==> src/rtl/nvram_autosave.sv <==
// Shared-port NVRAM manager: loader restore/save of N regions plus periodic checksum autosave.
// Define NVRAM_AUTOSAVE_CRC_EN to checksum with CRC-16/CCITT instead of a 16-bit additive sum.
module nvram_autosave #(
  parameter int DUMPWIDTH = 6,
  parameter int REGIONS   = 2,
  parameter int DUMPINDEX = 4,
  parameter int PAUSEPAD  = 2,
  parameter int INTERVAL  = 65536
) (
  input  logic                                  clk,
  input  logic                                  reset,
  input  logic                                  paused,
  input  logic                                  autosave,
  input  logic                                  ioctl_download,
  input  logic                                  ioctl_upload,
  input  logic                                  ioctl_wr,
  input  logic [DUMPWIDTH+$clog2(REGIONS)-1:0]  ioctl_addr,
  input  logic [7:0]                            ioctl_index,
  input  logic [7:0]                            ioctl_dout,
  output logic [7:0]                            ioctl_din,
  output logic                                  ioctl_upload_req,
  output logic                                  pause_cpu,
  output logic [$clog2(REGIONS)-1:0]            nvram_region,
  output logic [DUMPWIDTH-1:0]                  nvram_address,
  input  logic [7:0]                            nvram_data_out,
  output logic [7:0]                            nvram_data_in,
  output logic                                  nvram_write
);

  localparam int RW     = $clog2(REGIONS);
  localparam int AW     = DUMPWIDTH + RW;
  localparam int SW     = AW + 1;
  localparam int NBYTES = REGIONS << DUMPWIDTH;
  localparam int CW     = $clog2(INTERVAL);
  localparam int PW     = (PAUSEPAD > 1) ? $clog2(PAUSEPAD) : 1;

  typedef enum logic [2:0] {IDLE, DOWNLOAD, UPLOAD, REQ, PAD, READ, CHECK, SIGNAL} state_t;

`ifdef NVRAM_AUTOSAVE_CRC_EN
  localparam logic [15:0] SUM_INIT = 16'hFFFF;

  function automatic logic [15:0] accumulate(input logic [15:0] acc, input logic [7:0] b);
    logic [15:0] c;
    c = acc ^ {b, 8'h00};
    for (int i = 0; i < 8; i++) c = c[15] ? ((c << 1) ^ 16'h1021) : (c << 1);
    return c;
  endfunction
`else
  localparam logic [15:0] SUM_INIT = 16'h0000;

  function automatic logic [15:0] accumulate(input logic [15:0] acc, input logic [7:0] b);
    return acc + {8'h00, b};
  endfunction
`endif

  state_t        state_q, state_d;
  logic [CW-1:0] cnt_q, cnt_d;
  logic [PW-1:0] pad_q, pad_d;
  logic [SW-1:0] idx_q, idx_d;
  logic          rd_vld_q, rd_vld_d;
  logic [15:0]   sum_q, sum_d;
  logic [15:0]   baseline_q, baseline_d;
  logic          baseline_valid_q, baseline_valid_d;
  logic          rebase_q, rebase_d;
  logic          pause_q, pause_d;
  logic          req_q, req_d;
  logic [7:0]    din_q, din_d;
  logic          xfer, xfer_dl, xfer_ul;
  logic [AW-1:0] port_addr;

  assign xfer    = (ioctl_index == 8'(DUMPINDEX));
  assign xfer_dl = ioctl_download && xfer;
  assign xfer_ul = ioctl_upload && xfer;

  // Loader transfers own the core port; otherwise the scan index drives it.
  assign port_addr                     = (xfer_dl || xfer_ul) ? ioctl_addr : idx_q[AW-1:0];
  assign {nvram_region, nvram_address} = port_addr;
  assign nvram_write                   = (state_q == DOWNLOAD) && ioctl_wr;
  assign nvram_data_in                 = (state_q == DOWNLOAD) ? ioctl_dout : 8'h00;
  assign ioctl_din                     = din_q;
  assign ioctl_upload_req              = req_q;
  assign pause_cpu                     = pause_q;

  always_comb begin
    state_d          = state_q;
    cnt_d            = '0;
    pad_d            = pad_q;
    idx_d            = idx_q;
    rd_vld_d         = 1'b0;
    sum_d            = sum_q;
    baseline_d       = baseline_q;
    baseline_valid_d = baseline_valid_q;
    rebase_d         = rebase_q;
    din_d            = din_q;
    case (state_q)
      IDLE: begin
        if (xfer_dl) state_d = DOWNLOAD;
        else if (xfer_ul) state_d = UPLOAD;
        else if (autosave && baseline_valid_q && !ioctl_download && !ioctl_upload) begin
          if (cnt_q == CW'(INTERVAL - 1)) state_d = REQ;
          else cnt_d = cnt_q + CW'(1);
        end
      end
      DOWNLOAD: begin
        if (!ioctl_download) begin
          state_d  = REQ;
          rebase_d = 1'b1;
        end
      end
      UPLOAD: begin
        din_d = nvram_data_out;
        if (!ioctl_upload) begin
          state_d  = REQ;
          rebase_d = 1'b1;
        end
      end
      SIGNAL: begin
        if (xfer_ul) state_d = UPLOAD;
        else if (xfer_dl) state_d = DOWNLOAD;
        else if (!autosave) state_d = IDLE;
      end
      default: begin
        // Scan states: any loader transfer preempts the scan outright.
        if (xfer_dl) state_d = DOWNLOAD;
        else if (xfer_ul) state_d = UPLOAD;
        else begin
          case (state_q)
            REQ: begin
              if (paused) begin
                state_d = PAD;
                pad_d   = '0;
              end
            end
            PAD: begin
              if (!paused) state_d = REQ;
              else if (pad_q == PW'(PAUSEPAD - 1)) begin
                state_d = READ;
                idx_d   = '0;
                sum_d   = SUM_INIT;
              end else pad_d = pad_q + PW'(1);
            end
            READ: begin
              if (!paused) state_d = REQ;
              else begin
                // Core data arrives one cycle after its address.
                if (rd_vld_q) sum_d = accumulate(sum_q, nvram_data_out);
                if (idx_q != SW'(NBYTES)) begin
                  idx_d    = idx_q + SW'(1);
                  rd_vld_d = 1'b1;
                end else state_d = CHECK;
              end
            end
            CHECK: begin
              if (rebase_q || !baseline_valid_q) begin
                baseline_d       = sum_q;
                baseline_valid_d = 1'b1;
                rebase_d         = 1'b0;
                state_d          = IDLE;
              end else if (sum_q != baseline_q) state_d = SIGNAL;
              else state_d = IDLE;
            end
            default: ;
          endcase
        end
      end
    endcase
    pause_d = (state_d == UPLOAD) || (state_d == REQ) || (state_d == PAD) || (state_d == READ);
    req_d   = (state_d == SIGNAL);
  end

  always_ff @(posedge clk or posedge reset) begin
    if (reset) begin
      state_q          <= IDLE;
      cnt_q            <= '0;
      pad_q            <= '0;
      idx_q            <= '0;
      rd_vld_q         <= 1'b0;
      sum_q            <= 16'h0000;
      baseline_q       <= 16'h0000;
      baseline_valid_q <= 1'b0;
      rebase_q         <= 1'b0;
      pause_q          <= 1'b0;
      req_q            <= 1'b0;
      din_q            <= 8'h00;
    end else begin
      state_q          <= state_d;
      cnt_q            <= cnt_d;
      pad_q            <= pad_d;
      idx_q            <= idx_d;
      rd_vld_q         <= rd_vld_d;
      sum_q            <= sum_d;
      baseline_q       <= baseline_d;
      baseline_valid_q <= baseline_valid_d;
      rebase_q         <= rebase_d;
      pause_q          <= pause_d;
      req_q            <= req_d;
      din_q            <= din_d;
    end
  end

endmodule

==> config.mk <==
export PLATFORM = sky130hd
export DESIGN_NAME = nvram_autosave
export DESIGN_NICKNAME = d
export VERILOG_FILES = /design/src/rtl/nvram_autosave.sv
export SDC_FILE = /design/constraint.sdc
export NUM_CORES = 1
export LEC_CHECK = 0
export CELL_PAD_IN_SITES_DETAIL_PLACEMENT = 1
export CELL_PAD_IN_SITES_GLOBAL_PLACEMENT = 1
export CORE_ASPECT_RATIO = 0.5
export CORE_MARGIN = 1
export CORE_UTILIZATION = 45
export CTS_BUF_LIST = sky130_fd_sc_hd__clkbuf_8 sky130_fd_sc_hd__clkbuf_16
export DETAILED_ROUTE_END_ITERATION = 12
export HOLD_SLACK_MARGIN = 0.06
export PLACE_DENSITY = 0.92
export SETUP_SLACK_MARGIN = 0.05
export SLEW_MARGIN = 10
export SYNTH_ARGS = -nofsm -noshare
export SYNTH_HDL_FRONTEND = slang
export SYNTH_SLANG_ARGS = --single-unit
==> constraint.sdc <==
create_clock -name clk -period 5.9 [get_ports clk]
set_clock_uncertainty 0.05 [all_clocks]
set_input_delay 0.59 -clock clk [delete_from_list [all_inputs] [get_ports clk]]
set_output_delay 0.59 -clock clk [all_outputs]
set_load 0.02 [all_outputs]
==> summary.txt <==
CTS
  • CTS Hold Buffers Added: 0
  • CTS sink count: 73
  • Clk_lat worst skew: 0.33 ns
  • CTS buffer count: 9
  • CTS clock-pin slew for the worst setup and hold paths: 0.05 ns
  • H-tree depth: 3
  • Post-CTS sizing: 0
  • CTS Buffer Depth: 2
  • Clock Tree Root: clkbuf_16
  • CTS tree: done
  • Setup bufs post-CTS: 0

Logic synthesis
  • Syn Nets: 465
  • Netlist cell types: 53
  • Yosys Warn Count: 0
  • Avg Inst Size Synth: 9.83 um^2
  • Cell taking the most area after synthesis: dfrtp_1
  • Number of synthesized flops with an enable pin: 0
  • Post-synthesis cell area: 4080 um^2
  • Top post-synthesis cells by area: dfrtp_1 (45%), mux2_2 (6.6%), xnor2_1 (5.6%)
  • Post-synth top flop: dfrtp_1
  • Register area share after synthesis: 44.8%
  • #FFs+latches synth: 73
  • Top-area cell type share of the netlist area: 44.8%
  • Gate Count Post-Synth: 415
  • Ys async rst share: 100%

Placed design
  • IO Port Bufs: 63
  • Placed insts: 585
  • Placer Congestion: 0.819
  • Post-DP HPWL: 7.84 mm

Flow run
  • MaxCap Viol Count: 0

Critical path
  • CP max FO: 12
  • WS Path Type: input port to output pin
  • Worst EP arrival: 3.31 ns
  • Crit start category: input port
  • Data required time at the worst endpoint: 5.26 ns
  • CP Capture Type: output pin

STA
  • Slew HR: 33.3%
  • FMAX: 253 MHz
  • Slew Viols, Final: 0
  • Final hold vios: 0
  • Final min period: 3.95 ns
  • Fin Setup TNS: 0 ns
  • Final setup viols: 0
  • RSZ-0062 raised after global routing: false
  • Least-Margin Pin Slew: 0.995 ns
  • Crit share post-route: 67.0%

Layout
  • Commonest non-fill, non-tap cells in the layout: dfrtp_1 (73), clkdlybuf4s50_1 (63), nand2_1 (52)
  • Nets: 529
  • Area grow syn2layout: 24.8%
  • Number of diodes: 0
  • Most common cell after layout, fill and taps aside: dfrtp_1
  • Layout cell share with drive strength beyond 1: 11.4%
  • Non-Filler Instances: 600

Route
  • Via/cell ratio: 5.73
  • Number of detailed-routing iterations run before antenna repair: 5
  • Via count: 3438
  • Initial DRC Count: 174
  • DRC Markers: 0
  • DR WL/cell: 19.0 um
  • Drt total wl: 11.4 mm
  • DRT antenna net count: 0

Pwr
  • PD cells: 394 nW/um^2
  • VDD IR max: 250 uV
  • Static leakage: 2.21 nW

Global routing
  • Initial antenna violation count: 0
  • GRT overflow: 0
  • All-Layer GR Usage: 26.4%
  • Vias in the first global route: 3744
  • Global-route wire length before repair: 19.1 mm
  • Largest net degree at the start of global routing: 74

Floorplanning
  • Die H: 69.3 um
  • Initial Utilization: 46.7%
  • Die X: 137 um
  • FP Rows: 24
  • Core Area: 8740 um^2
  • Ports: 64
  • Die area: 9470 um^2

Worst hold path
  • Min-delay worst type: flip-flop to flip-flop

Outcome
  • Outcome: completed
path summary, 6_finish.rpt:
kind	start	slack, ns	depth (start not counted)	end
worst max-delay path	ioctl_upload	1.95	5	nvram_address[1]
worst min-delay path	cnt_q[0]	0.42	1	cnt_q[0]
worst max register to register	state_q[0]	3.09	7	sum_q[15]
worst min register to register	cnt_q[0]	0.42	1	cnt_q[0]
max in group asynchronous	reset	4.29	3	baseline_valid_q
min in group asynchronous	reset	0.88	3	ioctl_din[7]
logic make-up after synthesis:
group,synth area share (%)
buffers and inverters,3.16
adder cells (fa/ha/maj),3.86
AO/OA/AOI/OAI,11.2
AND/OR/NAND/NOR,20.7
multiplexers,6.87
flip-flops,44.8
XOR/XNOR,9.44
area by class of cell:
type	count	area [um^2]
fill	967	3650
multi-input combinational	316	2140
sequential	73	1830
timing repair buffer	65	646
clock buffer	12	267
tap	117	146
inverter	14	52.6
clock inverter	3	16.3
worst max-delay path, stage by stage:
cell and delay, ns:
clkdlybuf4s50_1 0.49, o211ai_1 0.84, inv_1 0.44, o21ai_0 0.30, clkdlybuf4s50_1 0.65
layer usage:
metal / GRT usage, % / share of wire, % / vias to the layer above
met2: 44.7 / 50 / 108
met5: 0 / 0 / -
met3: 5.70 / 5.2 / 29
li1: - / - / 1575
met1: 33.0 / 42 / 1726
met4: 10.1 / 2.7 / 0
per-stage QoR:
| step | power [mW] | setup slack [ns] | instance area, um^2 | hold WS (ns) | util [%] |
|---|---|---|---|---|---|
| after floorplan | 1.22 | 3.41 | 4080 | 0.383 | - |
| after global placement | 1.45 | 2.17 | 4800 | 0.400 | 55.0 |
| after CTS | 2.01 | 2.00 | 5090 | 0.423 | 58.2 |
| final | 2.01 | 1.95 | 5090 | 0.415 | 58.3 |
| after detailed placement | 1.48 | 2.00 | 4800 | 0.416 | 55.0 |
| after global routing | 2.12 | 1.73 | 5090 | 0.454 | 58.3 |
cells in the mapped netlist, types with 3 or more instances:
| cell | number |
|---|---|
| nand2_1 | 52 |
| clkbuf_1 | 5 |
| ha_1 | 11 |
| a21o_1 | 8 |
| nor3_1 | 4 |
| and2_1 | 11 |
| buf_2 | 3 |
| mux2_2 | 24 |
| a31oi_1 | 3 |
| inv_1 | 13 |
| and3_1 | 6 |
| dfrtp_1 | 73 |
| a21oi_1 | 7 |
| xor2_1 | 18 |
| nand3_1 | 11 |
| nor4_1 | 5 |
| nor2_1 | 38 |
| a211oi_1 | 4 |
| o21ai_0 | 25 |
| o211ai_1 | 3 |
| or3_1 | 4 |
| nand2b_1 | 4 |
| nand4_1 | 12 |
| xnor2_1 | 26 |
| o31ai_1 | 8 |
state kept, by name, summed over array words and instances, names as in the netlist, 3 cells and up:
register,count
baseline_q,16
cnt_q,16
sum_q,16
idx_q,8
ioctl_din,8
state_q,3
power breakdown:
part | leakage (nW) | switching [mW] | total, mW | internal (mW)
registers | 0.966 | 0.120 | 0.726 | 0.606
clock network | 0.142 | 0.200 | 0.515 | 0.314
logic | 1.10 | 0.402 | 0.765 | 0.362
Power figures use the tool's default switching activity.
